`src/rtl/instr_mem_sync.sv`:
```
// Byte-addressed instruction memory for the fetch stage.
// Synchronous one-cycle read behind a req/ready/valid handshake with
// consumer hold, plus a byte-serial loader with an auto-incrementing pointer.
//
// state | meaning
// IDLE  | fetches accepted, loader inactive
// LOAD  | loader owns the memory, fetches refused
module instr_mem_sync #(
  parameter int unsigned DEPTH_BYTES = 256,
  parameter int unsigned ADDR_W      = 8,
  parameter bit          BIG_ENDIAN  = 1'b0,
  parameter logic [31:0] NOP_WORD    = 32'h0000_0000
) (
  input  logic              clk,
  input  logic              rst,
  input  logic              fetch_req,
  input  logic [31:0]       fetch_addr,
  output logic              fetch_ready,
  output logic              fetch_valid,
  output logic [31:0]       fetch_instr,
  output logic [1:0]        fetch_fault,
  input  logic              fetch_hold,
  input  logic              load_start,
  input  logic [ADDR_W-1:0] load_addr,
  input  logic              load_we,
  input  logic [7:0]        load_data,
  input  logic              load_done,
  output logic              load_busy,
  output logic [ADDR_W:0]   load_count
);

  typedef enum logic {IDLE = 1'b0, LOAD = 1'b1} state_t;

  localparam logic [ADDR_W:0]   COUNT_MAX = (ADDR_W+1)'(DEPTH_BYTES);
  localparam logic [ADDR_W:0]   COUNT_ONE = (ADDR_W+1)'(1);
  localparam logic [ADDR_W-1:0] PTR_ONE   = ADDR_W'(1);
  localparam logic [1:0]        FAULT_OK  = 2'b00;
  localparam logic [1:0]        FAULT_MIS = 2'b01;
  localparam logic [1:0]        FAULT_OOR = 2'b10;

  state_t            state_q, state_d;
  logic [ADDR_W-1:0] ptr_q, ptr_d;
  logic [ADDR_W:0]   count_q, count_d;
  logic              valid_q, valid_d;
  logic [31:0]       instr_q, instr_d;
  logic [1:0]        fault_q, fault_d;

  logic [7:0]        mem [DEPTH_BYTES];

  logic              hold_out;
  logic              accept;
  logic              mem_we;
  logic              misaligned;
  logic              out_of_range;
  logic [7:0]        b0, b1, b2, b3;
  logic [31:0]       word;

  // Address checks and word assembly; only the in-range low bits index the array
  always_comb begin
    misaligned   = (fetch_addr[1:0] != 2'b00);
    out_of_range = ((fetch_addr >> ADDR_W) != 32'd0);
    b0 = mem[{fetch_addr[ADDR_W-1:2], 2'b00}];
    b1 = mem[{fetch_addr[ADDR_W-1:2], 2'b01}];
    b2 = mem[{fetch_addr[ADDR_W-1:2], 2'b10}];
    b3 = mem[{fetch_addr[ADDR_W-1:2], 2'b11}];
    word = BIG_ENDIAN ? {b0, b1, b2, b3} : {b3, b2, b1, b0};
  end

  assign hold_out    = valid_q && fetch_hold;
  assign fetch_ready = (state_q == IDLE) && !load_start && !hold_out;
  assign accept      = fetch_req && fetch_ready;

  // Fetch pipeline next state: freeze while held, otherwise capture accepted fetch
  always_comb begin
    valid_d = valid_q;
    instr_d = instr_q;
    fault_d = fault_q;
    if (!hold_out) begin
      valid_d = accept;
      if (accept) begin
        if (misaligned) begin
          instr_d = NOP_WORD;
          fault_d = FAULT_MIS;
        end else if (out_of_range) begin
          instr_d = NOP_WORD;
          fault_d = FAULT_OOR;
        end else begin
          instr_d = word;
          fault_d = FAULT_OK;
        end
      end
    end
  end

  // Loader FSM next state: load_start always wins and reloads the pointer
  always_comb begin
    state_d = state_q;
    ptr_d   = ptr_q;
    count_d = count_q;
    mem_we  = 1'b0;
    if (load_start) begin
      state_d = LOAD;
      ptr_d   = load_addr;
      count_d = '0;
    end else if (state_q == LOAD) begin
      if (load_we) begin
        mem_we = 1'b1;
        ptr_d  = ptr_q + PTR_ONE;
        if (count_q != COUNT_MAX) count_d = count_q + COUNT_ONE;
      end
      if (load_done) state_d = IDLE;
    end
  end

  // Control and output registers
  always_ff @(posedge clk or posedge rst) begin
    if (rst) begin
      state_q <= IDLE;
      ptr_q   <= '0;
      count_q <= '0;
      valid_q <= 1'b0;
      instr_q <= NOP_WORD;
      fault_q <= FAULT_OK;
    end else begin
      state_q <= state_d;
      ptr_q   <= ptr_d;
      count_q <= count_d;
      valid_q <= valid_d;
      instr_q <= instr_d;
      fault_q <= fault_d;
    end
  end

  // Memory array write port; contents deliberately survive reset
  always_ff @(posedge clk) begin
    if (mem_we) mem[ptr_q] <= load_data;
  end

  assign fetch_valid = valid_q;
  assign fetch_instr = instr_q;
  assign fetch_fault = fault_q;
  assign load_busy   = (state_q == LOAD);
  assign load_count  = count_q;

endmodule

```
`config.mk`:
```
export PLATFORM = sky130hd
export DESIGN_NAME = instr_mem_sync
export DESIGN_NICKNAME = d
export VERILOG_FILES = /design/src/rtl/instr_mem_sync.sv
export SDC_FILE = /design/constraint.sdc
export NUM_CORES = 2
export LEC_CHECK = 0
export BUFFER_PORTS_ARGS = -buffer_cell sky130_fd_sc_hd__buf_2
export CAP_MARGIN = 5
export CORE_MARGIN = 2
export CORE_UTILIZATION = 50
export DETAILED_ROUTE_END_ITERATION = 7
export PLACE_DENSITY_LB_ADDON = 0.08
export SLEW_MARGIN = 20
export SYNTH_ARGS = -nofsm -noshare
export SYNTH_HDL_FRONTEND = slang
export SYNTH_SLANG_ARGS = --single-unit
```
`constraint.sdc`:
```
create_clock -name clk -period 3.9 [get_ports clk]
set_input_delay 0.78 -clock clk [delete_from_list [all_inputs] [get_ports clk]]
set_output_delay 0.78 -clock clk [all_outputs]
set_load 0.02 [all_outputs]
```
---- Word-level counts from Yosys, hierarchy flattened ----
Memories as Yosys holds them, arrays and structs flattened.
Index checks and enable logic that the tools add are counted.
storage, ports and cells
  output and inout port bits .............. 46
  word-level logic and storage cells ...... 45
  memory bits (writable) .................. 2048
  memories kept ........................... 1
  bits in registers ....................... 53
  bits of input ports ..................... 55
memory list
  name  depth  width  read ports  clocked after memory_dff  wr ports  line  RTL
  mem   256    8      4           0                         1         48    logic [7:0] mem [DEPTH_BYTES];
cells by class
  reductions and logical operators ........ 14
  bitwise gates (word level) .............. 2
  equal/unequal tests ..................... 1
  add/sub/neg operators ................... 2
  mux-type cells .......................... 19
operators by type and width
  cell                 number
  $mux 32              2
  $mux 9               4
  $reduce_bool 32->1   1
  $mux 8               3
  $add 9x1->9 const B  1
  $ne 9x9->1 const B   1
  $add 8x1->8 const B  1
  $mux 1               8
  $reduce_bool 2->1    4
  $logic_and 1x1->1    4
  $mux 2               2
  $reduce_and 2->1     2
  $reduce_and 3->1     1
  $logic_not 1->1      2
  $not 1->1            2

---- Depth between registers and ports, before layout ----
  word-level depth ........................ 5
  depth in mapped cells ................... 10
  depth with buffers taken out ............ 7

---- Worst setup path after synthesis ----
OpenSTA, ideal clock, no wires.
  kind .................................... input-to-reg
  start point ............................. input load_start
  end point ............................... register instr_q[0], in the netlist fetch_instr[0]
  buffers on the path ..................... 3
  slack ................................... 1.345 ns
  stages .................................. 7
  data required time ...................... 3.790 ns
  arrival ................................. 2.445 ns
  path through ............................ buf_2 > a211oi_2 > nand3_1 > or3_1 > clkbuf_1 > buf_2 > o41ai_1
on the way
  cells in the longest elaborated chain, start to end .. 5
ends and longest elaborated chain
  item                             line  RTL
  from (decl)                      23    input logic load_start,
  $logic_not 1->1                  70    assign fetch_ready = (state_q == IDLE) && !load_start && !hold_out;
  $logic_and 1x1->1 (2 in series)  70
  net fetch_ready                  18    output logic fetch_ready,
  $logic_and 1x1->1                71    assign accept = fetch_req && fetch_ready;
  $reduce_and 2->1 (no line)       --
  to (signal assigned)             129   instr_q <= instr_d;
  to (decl)                        45    logic [31:0] instr_q, instr_d;
The timed path passes the listed nets, and every way through them passes these cells.
A chain may end at the register's enable or synchronous reset.

---- Worst setup path in the final report ----
  start point ............................. register state_q, in the netlist load_busy
  end point ............................... memory mem[172][1] (enable)
on the way
  cells in the longest elaborated chain, start to end .. 4
ends and longest elaborated chain
  item                          line  RTL
  from (decl)                   41    state_t state_q, state_d;
  from (signal assigned)        125   state_q <= state_d;
  $mux 1                        105   end else if (state_q == LOAD) begin
  $mux 1                        101   if (load_start) begin
  $mux 1                        136   if (mem_we) mem[ptr_q] <= load_data;
  $mux 1 (not written as such)  136
  to (decl)                     48
No other way between the ends.

==> results by group <==
Run status
  – Status: finished, final reports clean

Drt
  – Drt drc: 0
  – Per-cell routed wire length: 31.61 um
  – 1st-pass router iterations: 7
  – Post-Route WL: 225400 um
  – Vias per cell: about 6.1
  – Total number of vias: ~44k
  – Post-route ant nets: 0
  – Starting DRT DRC Count: 4958

STA
  – Total Neg Setup Slack: 0 ns
  – Achievable Freq: 350.8 MHz
  – Final Setup Violations: 0
  – Rel. slew slack: 0.2338
  – Final Hold Viols: 0
  – Final Cycle Share: 0.7308
  – Tightest Pin Transition: 1.149 ns
  – Count of final max-slew check failures: 0
  – Clock Skew: 0.03273 ns
  – RSZ-0062 raised after global routing: false
  – Tmin final: approximately 2.9 ns

CTS
  – Post-CTS Hold Buffers: 0
  – Clk buf depth: 3
  – CTS Buf Count: about 210
  – CTS Root Cell: clkbuf_16
  – Resized cells post-CTS: 0
  – Clock Latency Late Sink: 0.84 ns
  – Post-CTS setup buffer count: 0
  – CTS H-tree lvls: 4
  – Clock transition at path regs: 0.06 ns
  – CTS tree: yes
  – # clock sinks: about 2.1k

GRT
  – Global-route wire length before repair: 323400 um
  – GRT Overall Usage: 0.2709
  – Gr ovfl total: 0
  – Vias in the first global route: 43.16k
  – Largest net degree at the start of global routing: 127
  – Initial antenna violation count: 8

Synthesis
  – Seq/Total Area, Yosys: 0.7659
  – Syn avg cell area: 19.24 sq um
  – Post-synth top flop: edfxtp_1
  – Synth async-reset ratio: 0.02523
  – Post-synthesis cell count: approximately 4.3k
  – Syn_nets: around 4.3k
  – Post-synthesis instance area: 82030 sq um
  – Post-synth EDFFs: approximately 2.0k
  – Register bit total from synthesis: 2101
  – Yosys cell types: 52
  – YS warnings: 0

Setup path
  – Startpoint Class: flop
  – Setup crit start: load_busy
  – Max incr delay on CP: 0.49 ns
  – Max stage delay cell, worst path: nand2_1
  – Register-to-register setup slack: 1.05 ns
  – Worst Setup End Kind: flop
  – R2r startpoint: load_busy
  – CP Class: flop to flop
  – Family with the most delay on the worst path: simple AND/OR/NAND/NOR gates
  – Buf/Inv on CP: 3
  – CP arrival: approximately 3.4 ns
  – Most used cell, CP: buf_4
  – Crit-path cells: nand2_1, nor2_1, buf_4, and2_1, nand2_1, buf_4, nor2_1, buf_4
  – Max FO, Critical Path: 7
  – Worst EP required: 4.42 ns

Flow run
  – MaxCap Viol Count: 0

Floorplanning
  – Core Box Area: 162800 sq um
  – Die Span X: 409.1 um
  – Die extent in y: 409.1 um
  – Num rows: 148
  – I/O pin total: 101
  – Initial Util: 0.5040
  – Full die area: 167300 sq um

Power
  – Cell Pwr Density: 499.7 nW/um^2
  – Pleak: 31.82 nW
  – VDD IR max: 0.5187 mV

Placed design
  – Post-DP HPWL: 144500 um
  – Port bufs: 100
  – Global placement routability congestion: 0.8526

Final layout
  – P&R area growth vs syn: 15.69%
  – Fin nets: 4833
  – Filler Cells Inserted: around 12k
  – Share of layout cells above drive strength 1: 0.2683
  – Core Util, Final: 0.5830

Worst hold path
  – Hold crit path type: primary input to async pin
-- path summary, 6_finish.rpt --
| check | endpoint | depth (start not counted) |
|---|---|---|
| max | mem[172][1] | 8 |
| min | fetch_instr[16] | 2 |
| max reg2reg | mem[172][1] | 8 |
| min reg2reg | fetch_instr[0] | 2 |
| max in group asynchronous | fetch_instr[4] | 3 |
| min in group clk | fetch_valid | 3 |
-- logic make-up (layout without fill, tap and decap cells) --
family,Yosys count,count (layout),synth area share
DFF,2101,2101,0.7659
muxes,796,796,0.1442
and+or+nand+nor,565,565,0.02858
AOI/OAI and AO/OA,480,480,0.04092
buffers and inverters,303,993,0.01810
xor gates and xnor gates,13,13,0.001388
adders and majority gates,6,6,0.0009151
other,0,1,0
-- metrics by stage --
stage          instance area, sq um  std cells  power, mW  worst slack [ns]  hold slack, ns
2_1_floorplan                 82030       4264      26.50             1.345          0.5816
3_5_place_dp                  88020       6734      27.73            0.3918          0.4669
4_1_cts                       94900       7129      47.72             1.030         0.09983
6_report                      94900       7130      47.42             1.050          0.1316
5_1_grt                       94900       7129      48.70            0.9751          0.1487
3_3_place_gp                  88020       6734      27.72            0.3860          0.4728
-- Yosys cell counts (3+ instances only) --
cell type / n / area, sq um
nand3_1: 11 / 55.05
mux2_2: 158 / 1779
buf_6: 8 / 90.09
nor2b_1: 11 / 68.82
buf_4: 47 / 352.8
nor3_1: 3 / 15.01
inv_1: 39 / 146.4
o22ai_1: 155 / 969.7
ha_1: 6 / 75.07
o21ai_0: 11 / 55.05
nor2_1: 322 / 1209
dfrtp_1: 53 / 1326
clkbuf_1: 113 / 424.2
a211o_1: 61 / 534.3
o2111ai_1: 15 / 131.4
nor3b_1: 4 / 30.03
buf_1: 7 / 26.28
xnor2_1: 5 / 43.79
nand2b_1: 7 / 43.79
o41ai_1: 31 / 271.5
mux2i_1: 345 / 3453
and3_1: 4 / 25.02
a31oi_1: 30 / 187.7
edfxtp_1: 2048 / 61500
a21oi_1: 87 / 435.4
mux4_2: 293 / 6599
nand4_1: 5 / 31.28
nand2_1: 154 / 578.1
o221ai_1: 32 / 280.3
nand3b_1: 3 / 22.52
nor4_1: 7 / 43.79
and2_1: 23 / 143.9
xor2_1: 8 / 70.07
a2111oi_0: 31 / 271.5
buf_2: 89 / 445.4
or3_1: 4 / 25.02
o211ai_1: 17 / 127.6
-- metal layers --
| metal | share of wire | global-route usage |
|---|---|---|
| met5 | 0.00018 | 0 |
| met1 | 0.42 | 0.3916 |
| met2 | 0.48 | 0.4346 |
| met4 | 0.023 | 0.06890 |
| met3 | 0.070 | 0.04191 |
-- layout by cell type, fill, tap and decap left out, types with 5 or more instances in the layout --
master     netlist  routed
and2_1          23      22
nand2_1        154     152
dfrtp_1         53      53
nand4_1          5       5
nor2b_1         11       7
buf_8            0      11
a21oi_1         87      87
nor4_1           7       7
xor2_1           8       8
clkbuf_16        0     214
buf_2           89      87
mux4_2         293     293
mux2_2         158     158
o211ai_1        17      17
o22ai_1        155     155
nand3_1         11      10
buf_4           47     422
o21ai_0         11      11
a2111oi_0       31      30
clkinv_2         0      33
nor2_1         322     320
bufinv_16        0      22
mux2i_1        345     345
clkbuf_8         0      11
edfxtp_1      2048    2048
clkbuf_1       113      43
o41ai_1         31      31
clkinv_1         0      56
buf_12           0      38
inv_1           39      38
o2111ai_1       15      15
xnor2_1          5       5
a211o_1         61      61
a31oi_1         30      30
o221ai_1        32      32
ha_1             6       6
inv_6            0       8
-- worst register-to-register path, stage by stage (launching register included) --
cell	delay, ns
dfrtp_1	0.42
nand2_1	0.25
nor2_1	0.17
buf_4	0.17
and2_1	0.20
nand2_1	0.49
buf_4	0.38
nor2_1	0.24
buf_4	0.22
-- cell type report --
type	count	area, sq um	area share
Inverter	39	147.6	0.001556
Antenna cell	1	2.502	0.00002637
Tap cell	2175	2721	0.02868
Sequential cell	2101	62830	0.6620
Clock buffer	268	5668	0.05972
Timing Repair Buffer	559	4541	0.04784
Multi-Input combinational cell	1860	17790	0.1874
Clock inverter	127	1211	0.01276
-- sequential cells by signal, summed over array words and instances, names as in the netlist --
name	count
fetch_instr	32
fetch_valid	1
ptr_q	8
load_busy	1
mem	2048
load_count	9
fetch_fault	2
-- power by group --
group	leakage, nW	internal (mW)	switching (mW)
registers	19.1	24.8	0.0315
logic	9.34	0.800	1.62
clock network	3.36	11.7	8.48
total	31.8	37.3	10.1
(Power assumes the default switching activity.)
